`src/rtl/wb_instr_ram_bridge_pkg.sv`:
```
`default_nettype none
// ============================================================================
// Module  : instr_ram_pkg
// Brief   : Shared types and constants for the Wishbone instruction-RAM bridge
//           (FSM state encoding, SRAM data/select widths, default addresses).
// Revision: 1.0 - initial release
// ============================================================================
package instr_ram_pkg;

   localparam int RAM_DATA_W = 32;
   localparam int RAM_SEL_W  = 4;

   localparam logic [31:0] DEF_BASE_ADDR = 32'h3000_0000;
   localparam logic [31:0] DEF_CTRL_ADDR = 32'h3000_8000;

   // Wishbone-side transaction sequencer states
   typedef enum logic [1:0] {
      IDLE    = 2'd0,
      ACCESS  = 2'd1,
      CAPTURE = 2'd2,
      ACK     = 2'd3
   } state_t;

endpackage
`default_nettype wire

```
`src/rtl/wb_instr_ram_bridge.sv`:
```
`default_nettype none
// ============================================================================
// Module  : wb_instr_ram_bridge
// Brief   : Wishbone classic slave giving the management SoC read/write access
//           to the rvj1 instruction SRAM. The single SRAM port is shared with
//           the core fetch port; a Wishbone access in ACCESS always wins.
//           Optional macro INSTR_RAM_CORE_HOLD_EN adds a control word at
//           CTRL_ADDR whose bit 0 holds the core in reset (reset value 1).
// Revision: 1.0 - initial release
// ============================================================================
module wb_instr_ram_bridge
   import instr_ram_pkg::*;
#(
   parameter logic [31:0] BASE_ADDR  = DEF_BASE_ADDR,
   parameter int          ADDR_WIDTH = 10,
   parameter logic [31:0] CTRL_ADDR  = DEF_CTRL_ADDR
) (
   input  logic                   wb_clk_i,
   input  logic                   wb_rstn_i,
   // Wishbone slave
   input  logic                   wbs_cyc_i,
   input  logic                   wbs_stb_i,
   input  logic                   wbs_we_i,
   input  logic [RAM_SEL_W-1:0]   wbs_sel_i,
   input  logic [31:0]            wbs_adr_i,
   input  logic [RAM_DATA_W-1:0]  wbs_dat_i,
   output logic                   wbs_ack_o,
   output logic [RAM_DATA_W-1:0]  wbs_dat_o,
   // Core fetch port
   input  logic                   core_req_i,
   input  logic [ADDR_WIDTH-1:0]  core_addr_i,
   output logic                   core_gnt_o,
   output logic                   core_rvalid_o,
   output logic [RAM_DATA_W-1:0]  core_rdata_o,
   output logic                   core_hold_o,
   // SRAM port
   output logic                   ram_csb_o,
   output logic                   ram_web_o,
   output logic [RAM_SEL_W-1:0]   ram_wmask_o,
   output logic [ADDR_WIDTH-1:0]  ram_addr_o,
   output logic [RAM_DATA_W-1:0]  ram_din_o,
   input  logic [RAM_DATA_W-1:0]  ram_dout_i
);

   state_t                  r_state;
   logic [ADDR_WIDTH-1:0]   r_adr;
   logic [RAM_DATA_W-1:0]   r_dat;
   logic [RAM_SEL_W-1:0]    r_sel;
   logic                    r_we;
   logic                    r_ctrl;
   logic                    r_ack;
   logic [RAM_DATA_W-1:0]   r_rdata;
   logic                    r_rvalid;

   logic                    w_req;
   logic                    w_ram_hit;
   logic                    w_ctrl_hit;
   logic                    w_hit;
   logic                    w_hold;
   logic                    w_core_gnt;
   logic                    w_wb_ram;
   logic [RAM_DATA_W-1:0]   w_ctrl_rdata;
   logic                    w_unused;

   // Byte-lane bits of the address carry no information for word accesses
   assign w_unused = ^wbs_adr_i[1:0];

   assign w_req     = wbs_cyc_i & wbs_stb_i;
   assign w_ram_hit = w_req & (wbs_adr_i[31:ADDR_WIDTH+2] == BASE_ADDR[31:ADDR_WIDTH+2]);

`ifdef INSTR_RAM_CORE_HOLD_EN
   logic r_hold;

   assign w_ctrl_hit = w_req & (wbs_adr_i[31:2] == CTRL_ADDR[31:2]);
   assign w_hold     = r_hold;

   // Hold register: written through the normal FSM path while in ACCESS
   always_ff @(posedge wb_clk_i or negedge wb_rstn_i) begin
      if (!wb_rstn_i) begin
         r_hold <= 1'b1;
      end else if ((r_state == ACCESS) && r_ctrl && r_we && r_sel[0]) begin
         r_hold <= r_dat[0];
      end
   end
`else
   logic w_unused_ctrl;

   assign w_ctrl_hit    = 1'b0;
   assign w_hold        = 1'b0;
   assign w_unused_ctrl = ^CTRL_ADDR;
`endif

   // A control-word hit takes precedence should CTRL_ADDR ever fall in the window
   assign w_hit        = w_ram_hit | w_ctrl_hit;
   assign w_ctrl_rdata = {{(RAM_DATA_W-1){1'b0}}, w_hold};

   // Wishbone sequencer: latch request, drive SRAM, capture read data, ack
   always_ff @(posedge wb_clk_i or negedge wb_rstn_i) begin
      if (!wb_rstn_i) begin
         r_state <= IDLE;
         r_adr   <= '0;
         r_dat   <= '0;
         r_sel   <= '0;
         r_we    <= 1'b0;
         r_ctrl  <= 1'b0;
         r_ack   <= 1'b0;
         r_rdata <= '0;
      end else begin
         r_ack <= 1'b0;
         case (r_state)
            IDLE: begin
               if (w_hit) begin
                  r_adr   <= wbs_adr_i[ADDR_WIDTH+1:2];
                  r_dat   <= wbs_dat_i;
                  r_sel   <= wbs_sel_i;
                  r_we    <= wbs_we_i;
                  r_ctrl  <= w_ctrl_hit;
                  r_state <= ACCESS;
               end
            end
            ACCESS: begin
               if (r_we) begin
                  r_ack   <= 1'b1;
                  r_state <= ACK;
               end else begin
                  r_state <= CAPTURE;
               end
            end
            CAPTURE: begin
               r_rdata <= r_ctrl ? w_ctrl_rdata : ram_dout_i;
               r_ack   <= 1'b1;
               r_state <= ACK;
            end
            ACK: begin
               r_state <= IDLE;
            end
            default: begin
               r_state <= IDLE;
            end
         endcase
      end
   end

   // Fetch data is valid the cycle after a grant, matching SRAM read latency
   always_ff @(posedge wb_clk_i or negedge wb_rstn_i) begin
      if (!wb_rstn_i) begin
         r_rvalid <= 1'b0;
      end else begin
         r_rvalid <= w_core_gnt;
      end
   end

   // Core may use the port in every state but ACCESS; no grant while held
   assign w_core_gnt = core_req_i & (r_state != ACCESS) & ~w_hold;
   assign w_wb_ram   = (r_state == ACCESS) & ~r_ctrl;

   // SRAM port mux: Wishbone in ACCESS, otherwise a granted fetch, else idle
   always_comb begin
      ram_csb_o   = 1'b1;
      ram_web_o   = 1'b1;
      ram_wmask_o = '0;
      ram_addr_o  = r_adr;
      if (w_wb_ram) begin
         ram_csb_o   = 1'b0;
         ram_web_o   = ~r_we;
         ram_wmask_o = r_we ? r_sel : '0;
      end else if (w_core_gnt) begin
         ram_csb_o  = 1'b0;
         ram_addr_o = core_addr_i;
      end
   end

   assign ram_din_o     = r_dat;
   assign wbs_ack_o     = r_ack & wbs_cyc_i;
   assign wbs_dat_o     = r_rdata;
   assign core_gnt_o    = w_core_gnt;
   assign core_rvalid_o = r_rvalid;
   assign core_rdata_o  = ram_dout_i;
   assign core_hold_o   = w_hold;

endmodule
`default_nettype wire
```
`config.mk`:
```
export PLATFORM = sky130hd
export DESIGN_NAME = wb_instr_ram_bridge
export DESIGN_NICKNAME = d
export VERILOG_FILES = /design/src/rtl/wb_instr_ram_bridge_pkg.sv /design/src/rtl/wb_instr_ram_bridge.sv
export SDC_FILE = /design/constraint.sdc
export NUM_CORES = 1
export LEC_CHECK = 0
export CAP_MARGIN = 20
export CORE_AREA = 3 3 110 112
export DETAILED_ROUTE_END_ITERATION = 10
export DIE_AREA = 0 0 113 115
export PLACE_DENSITY = 0.83
export SLEW_MARGIN = 30
export SYNTH_ARGS = -nofsm -noshare
export SYNTH_HDL_FRONTEND = slang
export SYNTH_SLANG_ARGS = --single-unit
export TNS_END_PERCENT = 1
```
`constraint.sdc`:
```
create_clock -name wb_clk_i -period 2 [get_ports wb_clk_i]
set_input_delay 0.4 -clock wb_clk_i [delete_from_list [all_inputs] [get_ports wb_clk_i]]
set_output_delay 0.4 -clock wb_clk_i [all_outputs]
set_load 0.1 [all_outputs]
```
; Word-level counts from Yosys, hierarchy flattened
; Cells that the tools add are included.
[op_classes]
eq_ne = 6
muxes = 12
bitwise_logic = 5
reduce_logical = 2
[op_table]
columns = cell, n
row1 = "20-bit by 18-bit == test with 1-bit output, second input constant", 1
row2 = 10-bit 2-to-1 mux, 2
row3 = 4-bit 2-to-1 mux, 2
row4 = 2-bit one-hot mux with 4 select lines, 1
row5 = 1-bit 2-to-1 mux, 5
row6 = 1-bit AND, 4
row7 = "2-bit == test, second input constant", 2
row8 = "2-bit by 1-bit == test with 1-bit output, second input constant", 1
row9 = 2-bit zero test, 1
row10 = 2-bit 2-to-1 mux, 1
row11 = "2-bit by 1-bit != test with 1-bit output, second input constant", 1
row12 = "2-bit != test, second input constant", 1
row13 = 1-bit one-hot mux with 2 select lines, 1
row14 = 2-bit AND reduction, 1
row15 = 1-bit inverter, 1
[totals]
regBits = 83
word_cells = 33

; Logic depth before layout (Yosys ltp)
[depth]
word_depth = 4
mapped_depth = 7
mapped_depth_nobuf = 5

; Worst setup path before layout
; No wires, ideal clock.
[synth_timing]
path_type = register to output
from = reg r_state[1]
to = out ram_csb_o
arrival_time_ns = 1.906
required_ns = 1.600
path_slack_ns = -0.306
path_stages_with_launch = 4
n_path_buf = 0
path_cell_list = dfrtp_1 inv_1 ha_1 nor2_1
[synth_via]
elab_chain_len = 4
word_cells_on_any_way = 5
classes_between = eq/ne: 2 / mux: 2 / bitwise: 1
[synth_lines]
columns = item, line_no
row1 = start: declaration, wb_instr_ram_bridge.sv:45  ; state_t r_state;
row2 = start signal: assignment, wb_instr_ram_bridge.sv:100  ; r_state <= IDLE;
row3 = start signal: assignment, wb_instr_ram_bridge.sv:118  ; r_state <= ACCESS;
row4 = start signal: assignment, wb_instr_ram_bridge.sv:124  ; r_state <= ACK;
row5 = 2-bit by 1-bit != test with 1-bit output, wb_instr_ram_bridge.sv:154  ; assign w_core_gnt = core_req_i & (r_state != ACCESS) & ~w_hold;
row6 = 1-bit AND, wb_instr_ram_bridge.sv:154
row7 = 1-bit 2-to-1 mux, wb_instr_ram_bridge.sv:167  ; end else if (w_core_gnt) begin
row8 = 1-bit 2-to-1 mux *, wb_instr_ram_bridge.sv:163  ; if (w_wb_ram) begin
row9 = end: declaration, wb_instr_ram_bridge.sv:37  ; output logic ram_csb_o,
; Every way passes the cells marked *; elsewhere a longest branch is shown, timed or not.

; Worst setup path in the final report
[layout_timing]
from = reg r_state[1]
to = out ram_addr_o[2]
[layout_via]
elab_chain_len = 4
word_cells_on_any_way = 5
classes_between = eq/ne: 2 / mux: 2 / bitwise: 1
[layout_lines]
columns = item, line_no
row1 = 2-bit by 1-bit != test with 1-bit output, wb_instr_ram_bridge.sv:154
row2 = 1-bit AND, wb_instr_ram_bridge.sv:154
row3 = 10-bit 2-to-1 mux, wb_instr_ram_bridge.sv:167
row4 = 10-bit 2-to-1 mux *, wb_instr_ram_bridge.sv:163
row5 = end: declaration, wb_instr_ram_bridge.sv:40  ; output logic [ADDR_WIDTH-1:0] ram_addr_o,
; Marks and branches as above.

==> results.py <==
metrics = {
    "finish": {
        "drive_gt1_share_pct": 53.5,
        "finalNonFillerCells": 618,
        "fin_area_um2": 6900,
        "diodes": 0,
        "final_nets": 591,
        "utilization_pct": 61.0,
        "final_common_cell": "clkdlybuf4s50_1",
        "final_cell_mix": "clkdlybuf4s50_1 (97), dfrtp_1 (83), buf_4 (81), buf_12 (55), mux2_2 (50)",
        "area_growth_syn_to_layout_pct": 82.3,
    },
    "synthesis": {
        "syn_area_per_cell_um2": 15.0,
        "synth-simple-area-share_pct": 3.87,
        "yosys_warnings": 0,
        "synth_top_family_by_area": "multiplexers",
        "synth_xor_area_share_pct": 0,
        "synth_seq_area_share_pct": 54.9,
        "ys_seq_elements": 83,
        "synthMuxAreaShare_pct": 30.0,
        "synth-compound-area-share_pct": 0.330,
        "syn_nets": 372,
        "synth_fa_ha_area_share_pct": 1.32,
        "syn_inst": 252,
        "syn_area_um2": 3790,
        "yosys.cell_types.count": 24,
    },
    "detailed_routing": {
        "drcViolationCount": 0,
        "first_pass_iters": 3,
        "vias_per_cell": 4.51,
        "drtIter0Drc": 66,
        "route.vias.total": 2790,
        "detail_route.wl_per_cell_um": 17.5,
        "wirelength_um": 10800,
        "ant_nets": 0,
    },
    "setup_path": {
        "worstPathCellList": "inv_2 -> ha_4 -> nand2b_4 -> buf_12 -> mux2_4 -> buf_12",
        "path_buf_inv": 3,
        "path_delay_family": "buffers and inverters",
        "endpoint_kind": "output pin",
        "cp_common_cell": "buf_12",
        "critPathLaunchType": "register",
        "worstPathArrival_ps": 1750,
        "path_max_fanout": 6,
        "slowest_stage": "dfrtp_1",
        "reg2reg_depth": 9,
        "cp.depth": 6,
        "crit_path_max_incr_delay_ps": 380,
        "required_ps": 1600,
        "criticalPathCategory": "reg2out",
    },
    "clock_tree": {
        "clockRootBuffer": "clkbuf_16",
        "hold_buffers": 0,
        "cts_tree": "yes",
        "htreeDepth": 3,
        "cts_num_sinks": 83,
        "clkTransAtPathRegs_ps": 60,
        "clock_path_buffers": 2,
        "cts_buffers": 9,
        "clock_latency_ps": 330,
    },
    "die": {
        "num_io_pins": 232,
        "die_h_um": 115,
        "die_width_um": 113,
        "start_util_pct": 33.4,
        "rows": 39,
        "dieArea_um2": 13000,
        "core-area_um2": 11300,
    },
    "timing": {
        "fin_ws_ps": -146,
        "finalCritPeriodShare_pct": 107,
        "tightest_slew_ps": 501,
        "slew_headroom_pct": 66.6,
        "setup_viol": 10,
        "rsz0062_at_grt": "true",
        "hold_viol": 0,
        "clock_skew_ps": 4.38,
        "slew_viol_final": 0,
        "max_clock_freq_ghz": 0.466,
        "min_period_ps": 2150,
    },
    "power": {
        "p_int_mw": 4.64,
        "power_density_nw_per_um2": 1370,
        "p_leak_nw": 3.30,
        "switchingPower_mw": 4.79,
        "pwr-share-comb_pct": 59.8,
        "clkPwrFrac_pct": 16.3,
        "seq_power_share_pct": 24.0,
        "p_sw_share_pct": 50.8,
        "vdd_drop_max_mv": 1.42,
    },
    "placement": {
        "dpl.cell_count": 599,
        "port-buffer-count": 228,
        "dpl_cell_area_um2": 6450,
        "gp_congestion": 0.782,
        "dp_hpwl_um": 8430,
    },
    "global_route": {
        "overflow": 0,
        "antenna_found_initial": 0,
        "grt_max_degree": 47,
        "grt_pass1_wl_um": 16700,
        "grt.total_usage_pct": 16.5,
        "grt_pass1_vias": 3133,
    },
    "worst_hold_path": {
        "hp-class": "in2async",
    },
    "run_status": {
        "violations": "setup timing",
        "outcome": "finished, violations left",
    },
    "job": {
        "max_cap_violations": 0,
    },
}
[kinds of logic (layout without fill, tap and decap cells)]
kind of cell / Yosys count / count (layout)
AO/OA/AOI/OAI: 2 / 2
adder cells (fa/ha/maj): 4 / 4
buffers and inverters: 47 / 270
flip-flops: 83 / 83
multiplexers: 91 / 91
other: 1 / 1
AND/OR/NAND/NOR: 24 / 24
[flip-flops by register name, indices dropped and copies added (netlist names)]
signal / cells
r_sel: 4
wbs_dat_o: 32
r_adr: 10
ram_din_o: 32
r_ack: 1
r_state: 2
r_we: 1
core_rvalid_o: 1
[worst register-to-register path, delay by kind of cell, from the launching register on]
family	cells	cell delay, ps
buffers and inverters	6	750
flip-flops	1	380
multiplexers	1	310
AND/OR/NAND/NOR	1	220
adder cells (fa/ha/maj)	1	120
[path summary, 6_finish.rpt]
| check | start | slack [ps] | end |
|---|---|---|---|
| max | r_state[1] | -150 | ram_addr_o[2] |
| min | wb_rstn_i | 30 | wbs_dat_o[10] |
| max reg2reg | r_state[1] | 110 | ram_din_o[8] |
| min reg2reg | wbs_dat_o[4] | 510 | wbs_dat_o[4] |
| max in group asynchronous | wb_rstn_i | 1360 | ram_din_o[8] |
| min in group wb_clk_i | wbs_dat_o[4] | 510 | wbs_dat_o[4] |
[through the flow]
stage | total power [mW] | worst slack, ps | TNS [ps] | hold slack, ps
after global routing | 9.77 | -202 | -1860 | 63.8
after CTS | 9.48 | -147 | -1360 | 45.6
after global placement | 7.68 | -394 | -17720 | 393
after detailed placement | 7.78 | -476 | -20970 | 406
after floorplan | 6.22 | -167 | -1590 | 104
final | 9.43 | -146 | -1310 | 34.3
[synth_stat cells, drive strengths merged]
cell    count  area [um2]
clkbuf      5        18.8
nand4       3        18.8
nor2        5        18.8
conb        1        3.75
nor3        1        10.0
ha          4        50.1
mux2i       1        10.0
nor4bb      1        10.0
a21oi       1        5.00
dfrtp      83        2080
nand2       2        7.51
nor2b       2        12.5
and3        4        25.0
nor4        4        31.3
inv         4        15.0
buf        38         327
o31ai       1        7.51
and2        1        6.26
nand2b      1        6.26
mux2       90        1130
[per-layer routing]
layer,share of wire [%],up-vias,global-route usage (%)
met3,9.2,15,5.16
li1,-,1281,-
met1,37,1339,18.3
met2,52,155,29.7
met5,0,-,0
met4,1.9,0,6.17
[power groups by stage]
stage / Clock (mW) / Sequential [mW] / Combinational [mW]
detailed placement: 0 / 2.29 / 5.49
finish: 1.53 / 2.26 / 5.64
floorplan: 0 / 4.74 / 1.49
global route: 1.67 / 2.31 / 5.80
CTS: 1.59 / 2.26 / 5.63
global placement: 0 / 2.26 / 5.43
[final cells by class]
cell class / count / area, um2
Timing Repair Buffer: 251 / 2890
Inverter: 4 / 15.0
Multi-Input combinational cell: 122 / 1460
Clock inverter: 4 / 26.3
Fill cell: 858 / 4420
Tap cell: 143 / 179
Sequential cell: 83 / 2080
Clock buffer: 11 / 253
[what timing repair did]
action	CTS	global route
setup endpoints to repair	58	53
setup buffers	2	1
gates resized for setup	26	13
cloned	1	0
pin swaps	6	1
Power figures use the tool's default switching activity.
